===== config.mk =====
export PLATFORM = sky130hd
export DESIGN_NAME = control_seq
export DESIGN_NICKNAME = d
export VERILOG_FILES = /design/src/rtl/ctrl_pkg.sv /design/src/rtl/ctrl_decode.sv /design/src/rtl/control_seq.sv
export SDC_FILE = /design/constraint.sdc
export NUM_CORES = 1
export LEC_CHECK = 0
export ABC_AREA = 1
export CAP_MARGIN = 5
export CELL_PAD_IN_SITES_DETAIL_PLACEMENT = 1
export CELL_PAD_IN_SITES_GLOBAL_PLACEMENT = 1
export CORE_ASPECT_RATIO = 0.7
export CORE_MARGIN = 5
export CORE_UTILIZATION = 31
export DETAILED_ROUTE_END_ITERATION = 8
export GPL_ROUTABILITY_DRIVEN = 0
export GPL_TIMING_DRIVEN = 0
export PLACE_DENSITY = 0.88
export SLEW_MARGIN = 20
export SYNTH_ARGS = -nofsm -noshare
export SYNTH_HDL_FRONTEND = slang
export SYNTH_SLANG_ARGS = --single-unit

===== constraint.sdc =====
create_clock -name clk -period 1.7 [get_ports clk]
set_input_delay 0.34 -clock clk [delete_from_list [all_inputs] [get_ports clk]]
set_output_delay 0.34 -clock clk [all_outputs]
set_load 0.03 [all_outputs]

===== src/rtl/ctrl_pkg.sv =====
// ctrl_pkg: shared types and encodings for the FETCH->EX control path.
// Holds ALU/regsel/state enums, opcode fields, CSR map and the EX control word.
package ctrl_pkg;

    typedef enum logic [3:0] {
        ALU_AND   = 4'b0000,
        ALU_OR    = 4'b0001,
        ALU_XOR   = 4'b0010,
        ALU_ADD   = 4'b0011,
        ALU_SUB   = 4'b0100,
        ALU_MUL   = 4'b0101,
        ALU_MULH  = 4'b0110,
        ALU_MULHU = 4'b0111,
        ALU_SLL   = 4'b1000,
        ALU_SRL   = 4'b1001,
        ALU_SRA   = 4'b1010,
        ALU_SLT   = 4'b1100,
        ALU_SLTU  = 4'b1101
    } aluop_t;

    typedef enum logic [1:0] {
        RS_CSR = 2'b00,
        RS_IMM = 2'b01,
        RS_ALU = 2'b10,
        RS_PC4 = 2'b11
    } regsel_t;

    typedef enum logic [1:0] {
        ST_RUN      = 2'b00,
        ST_MUL_WAIT = 2'b01,
        ST_FLUSH    = 2'b10
    } state_t;

    localparam logic [6:0] OP_R    = 7'b0110011;
    localparam logic [6:0] OP_IMM  = 7'b0010011;
    localparam logic [6:0] OP_LUI  = 7'b0110111;
    localparam logic [6:0] OP_BR   = 7'b1100011;
    localparam logic [6:0] OP_JAL  = 7'b1101111;
    localparam logic [6:0] OP_JALR = 7'b1100111;
    localparam logic [6:0] OP_SYS  = 7'b1110011;

    localparam logic [6:0] F7_BASE = 7'b0000000;
    localparam logic [6:0] F7_ALT  = 7'b0100000;
    localparam logic [6:0] F7_MUL  = 7'b0000001;

    localparam logic [2:0] F3_CSRRW = 3'b001;

    localparam logic [11:0] CSR_SW        = 12'hF00;
    localparam logic [11:0] CSR_GPIO_BASE = 12'hF02;

    typedef struct packed {
        aluop_t  aluop;
        logic    alusrc;
        regsel_t regsel;
        logic    regwrite;
        logic    is_branch;
        logic    is_jump;
        logic    is_mul;
    } ctrl_word_t;

endpackage


===== src/rtl/ctrl_decode.sv =====
// ctrl_decode: combinational instruction decoder for the EX control word.
// Unsupported encodings return an all-zero word with illegal_o set.
module ctrl_decode
    import ctrl_pkg::*;
#(
    parameter int N_GPIO = 2
) (
    input  logic [31:0]       instr_i,
    output ctrl_word_t        word_o,
    output logic [N_GPIO-1:0] gpio_we_o,
    output logic              illegal_o
);

    logic [6:0]  opcode;
    logic [2:0]  f3;
    logic [6:0]  f7;
    logic [11:0] csr;
    logic        unused_bits;

    assign opcode      = instr_i[6:0];
    assign f3          = instr_i[14:12];
    assign f7          = instr_i[31:25];
    assign csr         = instr_i[31:20];
    assign unused_bits = ^{instr_i[19:15], instr_i[11:7]};

    // Map one instruction onto its EX control word and GPIO strobe
    always_comb begin
        word_o    = '0;
        gpio_we_o = '0;
        illegal_o = 1'b0;
        case (opcode)
            OP_R: begin
                word_o.regsel   = RS_ALU;
                word_o.regwrite = 1'b1;
                case ({f7, f3})
                    {F7_BASE, 3'b000}: word_o.aluop = ALU_ADD;
                    {F7_BASE, 3'b001}: word_o.aluop = ALU_SLL;
                    {F7_BASE, 3'b010}: word_o.aluop = ALU_SLT;
                    {F7_BASE, 3'b011}: word_o.aluop = ALU_SLTU;
                    {F7_BASE, 3'b100}: word_o.aluop = ALU_XOR;
                    {F7_BASE, 3'b101}: word_o.aluop = ALU_SRL;
                    {F7_BASE, 3'b110}: word_o.aluop = ALU_OR;
                    {F7_BASE, 3'b111}: word_o.aluop = ALU_AND;
                    {F7_ALT,  3'b000}: word_o.aluop = ALU_SUB;
                    {F7_ALT,  3'b101}: word_o.aluop = ALU_SRA;
                    {F7_MUL,  3'b000}: word_o.aluop = ALU_MUL;
                    {F7_MUL,  3'b001}: word_o.aluop = ALU_MULH;
                    {F7_MUL,  3'b011}: word_o.aluop = ALU_MULHU;
                    default:           illegal_o    = 1'b1;
                endcase
                word_o.is_mul = (f7 == F7_MUL);
            end
            OP_IMM: begin
                word_o.regsel   = RS_ALU;
                word_o.regwrite = 1'b1;
                word_o.alusrc   = 1'b1;
                case (f3)
                    3'b000: word_o.aluop = ALU_ADD;
                    3'b100: word_o.aluop = ALU_XOR;
                    3'b110: word_o.aluop = ALU_OR;
                    3'b111: word_o.aluop = ALU_AND;
                    3'b001: begin
                        word_o.aluop = ALU_SLL;
                        illegal_o    = (f7 != F7_BASE);
                    end
                    3'b101: begin
                        if (f7 == F7_BASE)     word_o.aluop = ALU_SRL;
                        else if (f7 == F7_ALT) word_o.aluop = ALU_SRA;
                        else                   illegal_o    = 1'b1;
                    end
                    default: illegal_o = 1'b1;
                endcase
            end
            OP_LUI: begin
                word_o.regsel   = RS_IMM;
                word_o.regwrite = 1'b1;
            end
            OP_BR: begin
                word_o.is_branch = 1'b1;
                case (f3)
                    3'b000, 3'b001: word_o.aluop = ALU_SUB;
                    3'b100, 3'b101: word_o.aluop = ALU_SLT;
                    3'b110, 3'b111: word_o.aluop = ALU_SLTU;
                    default:        illegal_o    = 1'b1;
                endcase
            end
            OP_JAL, OP_JALR: begin
                word_o.aluop    = ALU_ADD;
                word_o.alusrc   = 1'b1;
                word_o.regsel   = RS_PC4;
                word_o.regwrite = 1'b1;
                word_o.is_jump  = 1'b1;
                illegal_o = (opcode == OP_JALR) && (f3 != 3'b000);
            end
            OP_SYS: begin
                for (int i = 0; i < N_GPIO; i++) begin
                    if (csr == CSR_GPIO_BASE + 12'(i)) gpio_we_o[i] = 1'b1;
                end
                if (f3 != F3_CSRRW) begin
                    illegal_o = 1'b1;
                end else if (csr == CSR_SW) begin
                    word_o.regsel   = RS_CSR;
                    word_o.regwrite = 1'b1;
                end else if (gpio_we_o == '0) begin
                    illegal_o = 1'b1;
                end
            end
            default: illegal_o = 1'b1;
        endcase
        if (illegal_o) begin
            word_o    = '0;
            gpio_we_o = '0;
        end
    end

endmodule


===== src/rtl/control_seq.sv =====
// control_seq: registered decode into EX plus stall/flush sequencing.
// Owns multiply occupancy, post-jump bubbles and the sticky illegal flag.
module control_seq
    import ctrl_pkg::*;
#(
    parameter int MUL_LAT       = 3,
    parameter int FLUSH_BUBBLES = 1,
    parameter int N_GPIO        = 2
) (
    input  logic              clk,
    input  logic              rst,
    input  logic [31:0]       instr_F,
    input  logic              instr_valid_F,
    input  logic              branch_taken_EX,
    output logic [3:0]        aluop_EX,
    output logic              alusrc_EX,
    output logic [1:0]        regsel_EX,
    output logic              regwrite_EX,
    output logic [N_GPIO-1:0] gpio_we_EX,
    output logic              is_branch_EX,
    output logic              stall_FETCH,
    output logic              flush,
    output logic              illegal
);

    ctrl_word_t        ex_q, ex_d, dec_word;
    logic [N_GPIO-1:0] gpio_q, gpio_d, dec_gpio;
    logic              dec_ill;
    state_t            state_q, state_d;
    logic [3:0]        cnt_q, cnt_d;
    logic              ill_q, ill_d;
    logic              flush_c;
    logic              unused_ex;

    ctrl_decode #(.N_GPIO(N_GPIO)) u_dec (
        .instr_i   (instr_F),
        .word_o    (dec_word),
        .gpio_we_o (dec_gpio),
        .illegal_o (dec_ill)
    );

    assign flush_c   = ex_q.is_jump | (ex_q.is_branch & branch_taken_EX);
    assign unused_ex = ex_q.is_mul;

    // Sequence EX loads: decode, hold for multiply, or insert bubbles
    always_comb begin
        ex_d    = ex_q;
        gpio_d  = gpio_q;
        state_d = state_q;
        cnt_d   = cnt_q;
        ill_d   = ill_q;
        case (state_q)
            ST_RUN: begin
                if (flush_c) begin
                    ex_d   = '0;
                    gpio_d = '0;
                    // this edge loads the first bubble; cnt owes the rest
                    if (FLUSH_BUBBLES > 1) begin
                        state_d = ST_FLUSH;
                        cnt_d   = 4'(FLUSH_BUBBLES - 1);
                    end
                end else if (instr_valid_F && !dec_ill) begin
                    ex_d   = dec_word;
                    gpio_d = dec_gpio;
                    if (dec_word.is_mul && MUL_LAT > 1) begin
                        state_d = ST_MUL_WAIT;
                        cnt_d   = 4'(MUL_LAT - 1);
                    end
                end else begin
                    ex_d   = '0;
                    gpio_d = '0;
                    ill_d  = ill_q | instr_valid_F;
                end
            end
            ST_MUL_WAIT: begin
                cnt_d = cnt_q - 4'd1;
                if (cnt_q == 4'd1) state_d = ST_RUN;
            end
            ST_FLUSH: begin
                ex_d   = '0;
                gpio_d = '0;
                cnt_d  = cnt_q - 4'd1;
                if (cnt_q == 4'd1) state_d = ST_RUN;
            end
            default: begin
                ex_d    = '0;
                gpio_d  = '0;
                state_d = ST_RUN;
                cnt_d   = '0;
            end
        endcase
    end

    // EX register, FSM state, counter and sticky flag
    always_ff @(posedge clk) begin
        if (rst) begin
            ex_q    <= '0;
            gpio_q  <= '0;
            state_q <= ST_RUN;
            cnt_q   <= '0;
            ill_q   <= 1'b0;
        end else begin
            ex_q    <= ex_d;
            gpio_q  <= gpio_d;
            state_q <= state_d;
            cnt_q   <= cnt_d;
            ill_q   <= ill_d;
        end
    end

    assign aluop_EX     = ex_q.aluop;
    assign alusrc_EX    = ex_q.alusrc;
    assign regsel_EX    = ex_q.regsel;
    assign regwrite_EX  = ex_q.regwrite;
    assign gpio_we_EX   = gpio_q;
    assign is_branch_EX = ex_q.is_branch;
    assign stall_FETCH  = (state_q == ST_MUL_WAIT);
    assign flush        = flush_c && (state_q == ST_RUN) && !rst;
    assign illegal      = ill_q;

endmodule


==> flow_metrics.tcl <==
set metrics [dict create \
    status "finished, violations left" \
    violations "setup timing" \
    die_y_um 69.5 \
    fin_crit_ns 1.74 \
    cp-start-kind "input pin" \
    skew_ns 0.00407 \
    grt_usage_pct 18.8 \
    cts_buffers 3 \
    r2r_start "is_branch_EX$_SDFFE_PP0N_" \
    netlist.area_leader.share_pct 23.0 \
    reg2reg_to "alusrc_EX$_SDFFE_PP0N_" \
    antenna_found_initial 0 \
    min_to "aluop_EX[1]$_SDFFE_PP0N_" \
    grt_overflow_total 0 \
    grt_pass1_wl_um 10000 \
    synth_largest_area_cell "dfxtp_1" \
    drtIter0Drc 100 \
    die_area_mm2 0.00660 \
    h-tree-depth 1 \
    synth_cell_types 29 \
    crit_required_ns 1.36 \
    core_area_mm2 0.00483 \
    fin_setup_tns_ns -0.0479 \
    nets 391 \
    wl_per_cell_um 16.9 \
    setup_viol 2 \
    netlist_instances 274 \
    postCtsHoldBufs 0 \
    clockBufferDepth 2 \
    tightest_slew_ns 0.578 \
    placementRows 21 \
    cts_tree "done" \
    first_global_vias 2114 \
    dp_slack_ns -0.660 \
    finalMaxSlewViolations 0 \
    cts_root_buffer "clkbuf_8" \
    drc 0 \
    path_cells "clkdlybuf4s50_1, a21o_1, nand3_1, inv_1, clkbuf_4" \
    die_w_um 95.0 \
    max_freq_mhz 575 \
    synth.area.top_cells "dfxtp_1 23%, nand2_1 17%, nand3_1 9.3%, nor2_1 8.9%, inv_1 8.6%" \
    grt_max_degree 11 \
    min_from "rst" \
    worstRegToRegCells 6 \
    slowest_delay_ns 0.47 \
    worstSetupPathType "input pin to primary output" \
    holdPathStages 2 \
    yosysWarnings 0 \
    final_antenna_net_count 0 \
    drtPass1Iterations 4 \
    cp_num_buf_inv 3 \
    p_seq_share_pct 40.0 \
    peakVddDrop_v 0.000254 \
    rrSetupSlack_ns 0.20 \
    vias_per_cell 5.20 \
    fin_crit_sh_pct 102 \
    port_buffers 37 \
    slowest_stage "clkdlybuf4s50_1" \
    power_leakage_nw 1.25 \
    vias 2190 \
    pin_count 50 \
    power_frac_comb_pct 26.0 \
    synth_seq_cells 18 \
    powerDensity_mw_per_mm2 416 \
    p_int_mw 0.738 \
    flow.area_growth_from_synthesis_pct 62.6 \
    rsz0062_at_grt "yes" \
    finalHoldViolCount 0 \
    whs_ns 0.468 \
    drive_gt1_share_pct 41.5 \
    critical-path-top-delay-family "buffers and inverters" \
    clock_sinks 18 \
    synth_nets 312 \
    avgSynthCellArea_um2 5.72 \
    clock_latency_ns 0.26 \
    fillers 662 \
    maxCapViolations 0 \
    cts.clk_slew.worst_paths_ns 0.07 \
    hp-class "input pin to flip-flop" \
    syn-cell-area_mm2 0.00157 \
    hpwl_um 4030 \
    worstPathMaxFanout 3 \
    swShare_pct 30.4 \
    end_kind "primary output" \
    relSlewSlack_pct 61.4 \
    setup_ws_ns -0.0389 \
    clkPwrFrac_pct 34.0 \
    synth-seq-area-share_pct 23.0 \
    switchingPower_mw 0.323 \
    initial_utilization_pct 32.4 \
    crit_arrival_ns 1.40 \
    wl_um 7130 \
    diodes 0 \
]
==> placed cells by master, fill, tap and decap left out, types with 5 or more instances in the layout <==
master and n:
clkbuf_2 6, dfxtp_1 18, inv_1 29, a21oi_1 16, nor2_1 20, inv_2 11
nor2_2 11, o21ai_0 6, nand2_2 12, clkdlybuf4s50_1 9, nor2_4 15, nand3_1 19
a21oi_2 5, buf_4 45, nand2_1 56, buf_2 8, nand3_2 10
==> power by group through the flow <==
stage	Clock [mW]	Sequential, mW	Combinational [mW]
after floorplan	0	0.438	0.0918
after global placement	0	0.434	0.188
after detailed placement	0	0.434	0.191
after CTS	0.359	0.425	0.234
after global routing	0.387	0.424	0.295
final	0.360	0.424	0.276
==> layout make-up <==
type,count,area [um2],share of cell area (%)
plain buffers,11,72.6,2.85
clock buffers,4,55.1,2.16
inverters,43,169,6.63
multi-input cells,202,1220,48.1
flip-flops and latches,18,360,14.1
well taps,69,86.3,3.39
repair buffers,74,579,22.7
==> cells by family after synthesis <==
| group | count (synthesis) | synth area share (%) |
|---|---|---|
| adder cells (fa/ha/maj) | 2 | 1.60 |
| AO/OA/AOI/OAI | 38 | 13.7 |
| AND/OR/NAND/NOR | 162 | 46.9 |
| buffers and inverters | 54 | 14.9 |
| flip-flops | 18 | 23.0 |
==> synthesized netlist by cell type <==
cell and count:
or2_2 2, o21ai_0 7, nand4_1 3, o31ai_1 1
nor2_2 5, a31oi_1 1, o21ai_1 1, o221ai_1 1
ha_1 2, nand3_1 29, nand2_2 3, nand3_2 2
a21oi_1 21, o2111ai_1 1, o211ai_1 4, nor4_1 1
and3_1 1, clkbuf_1 4, dfxtp_1 18, nor3_1 5
inv_2 7, nand3b_1 1, nor2_1 37, a21o_1 1
inv_1 36, nand2_1 69, nor2_4 4, buf_4 6
buf_6 1
==> layer usage <==
layer	vias to the layer above	part of all wire [%]	track usage, %
li1	1029	-	-
met1	1033	41	24.5
met2	91	48	32.1
met3	37	4.9	2.93
met4	0	5.2	4.32
met5	-	0	0
==> state kept, by name (all words and copies together) (netlist names) <==
register      count
cnt_q             4
aluop_EX          4
gpio_we_EX        2
regwrite_EX       1
ex_q              1
is_branch_EX      1
regsel_EX         2
alusrc_EX         1
illegal           1
state_q           1
==> through the flow <==
stage	instances	power (mW)	area (um2)	utilization [%]
3_5_place_dp	380	0.626	2020	41.8
2_1_floorplan	274	0.530	1570	-
5_1_grt	421	1.11	2550	52.7
3_3_place_gp	380	0.622	2020	41.8
6_report	421	1.06	2550	52.7
4_1_cts	414	1.02	2390	49.4
==> what timing repair did <==
item / CTS / global route
endpoints found under the setup margin: 22 / 21
setup buffers: 30 / 7
resized for setup: 100 / 72
pin swaps: 31 / 41
==> how the worst max path moves through the flow <==
stage | startpoint | endpoint | slack (ns) | cells past startpoint
3_3_place_gp | instr_F[12] | aluop_EX[3]$_SDFFE_PP0N_ | -0.56 | 12
5_1_grt | branch_taken_EX | flush | -0.08 | 5
2_1_floorplan | instr_F[13] | cnt_q[1]$_SDFFE_PP0P_ | 0.17 | 11
6_report | branch_taken_EX | flush | -0.04 | 5
3_5_place_dp | instr_F[5] | aluop_EX[3]$_SDFFE_PP0N_ | -0.66 | 13
4_1_cts | instr_F[28] | aluop_EX[3]$_SDFFE_PP0N_ | 0.0003 | 12
Power figures use the tool's default switching activity.
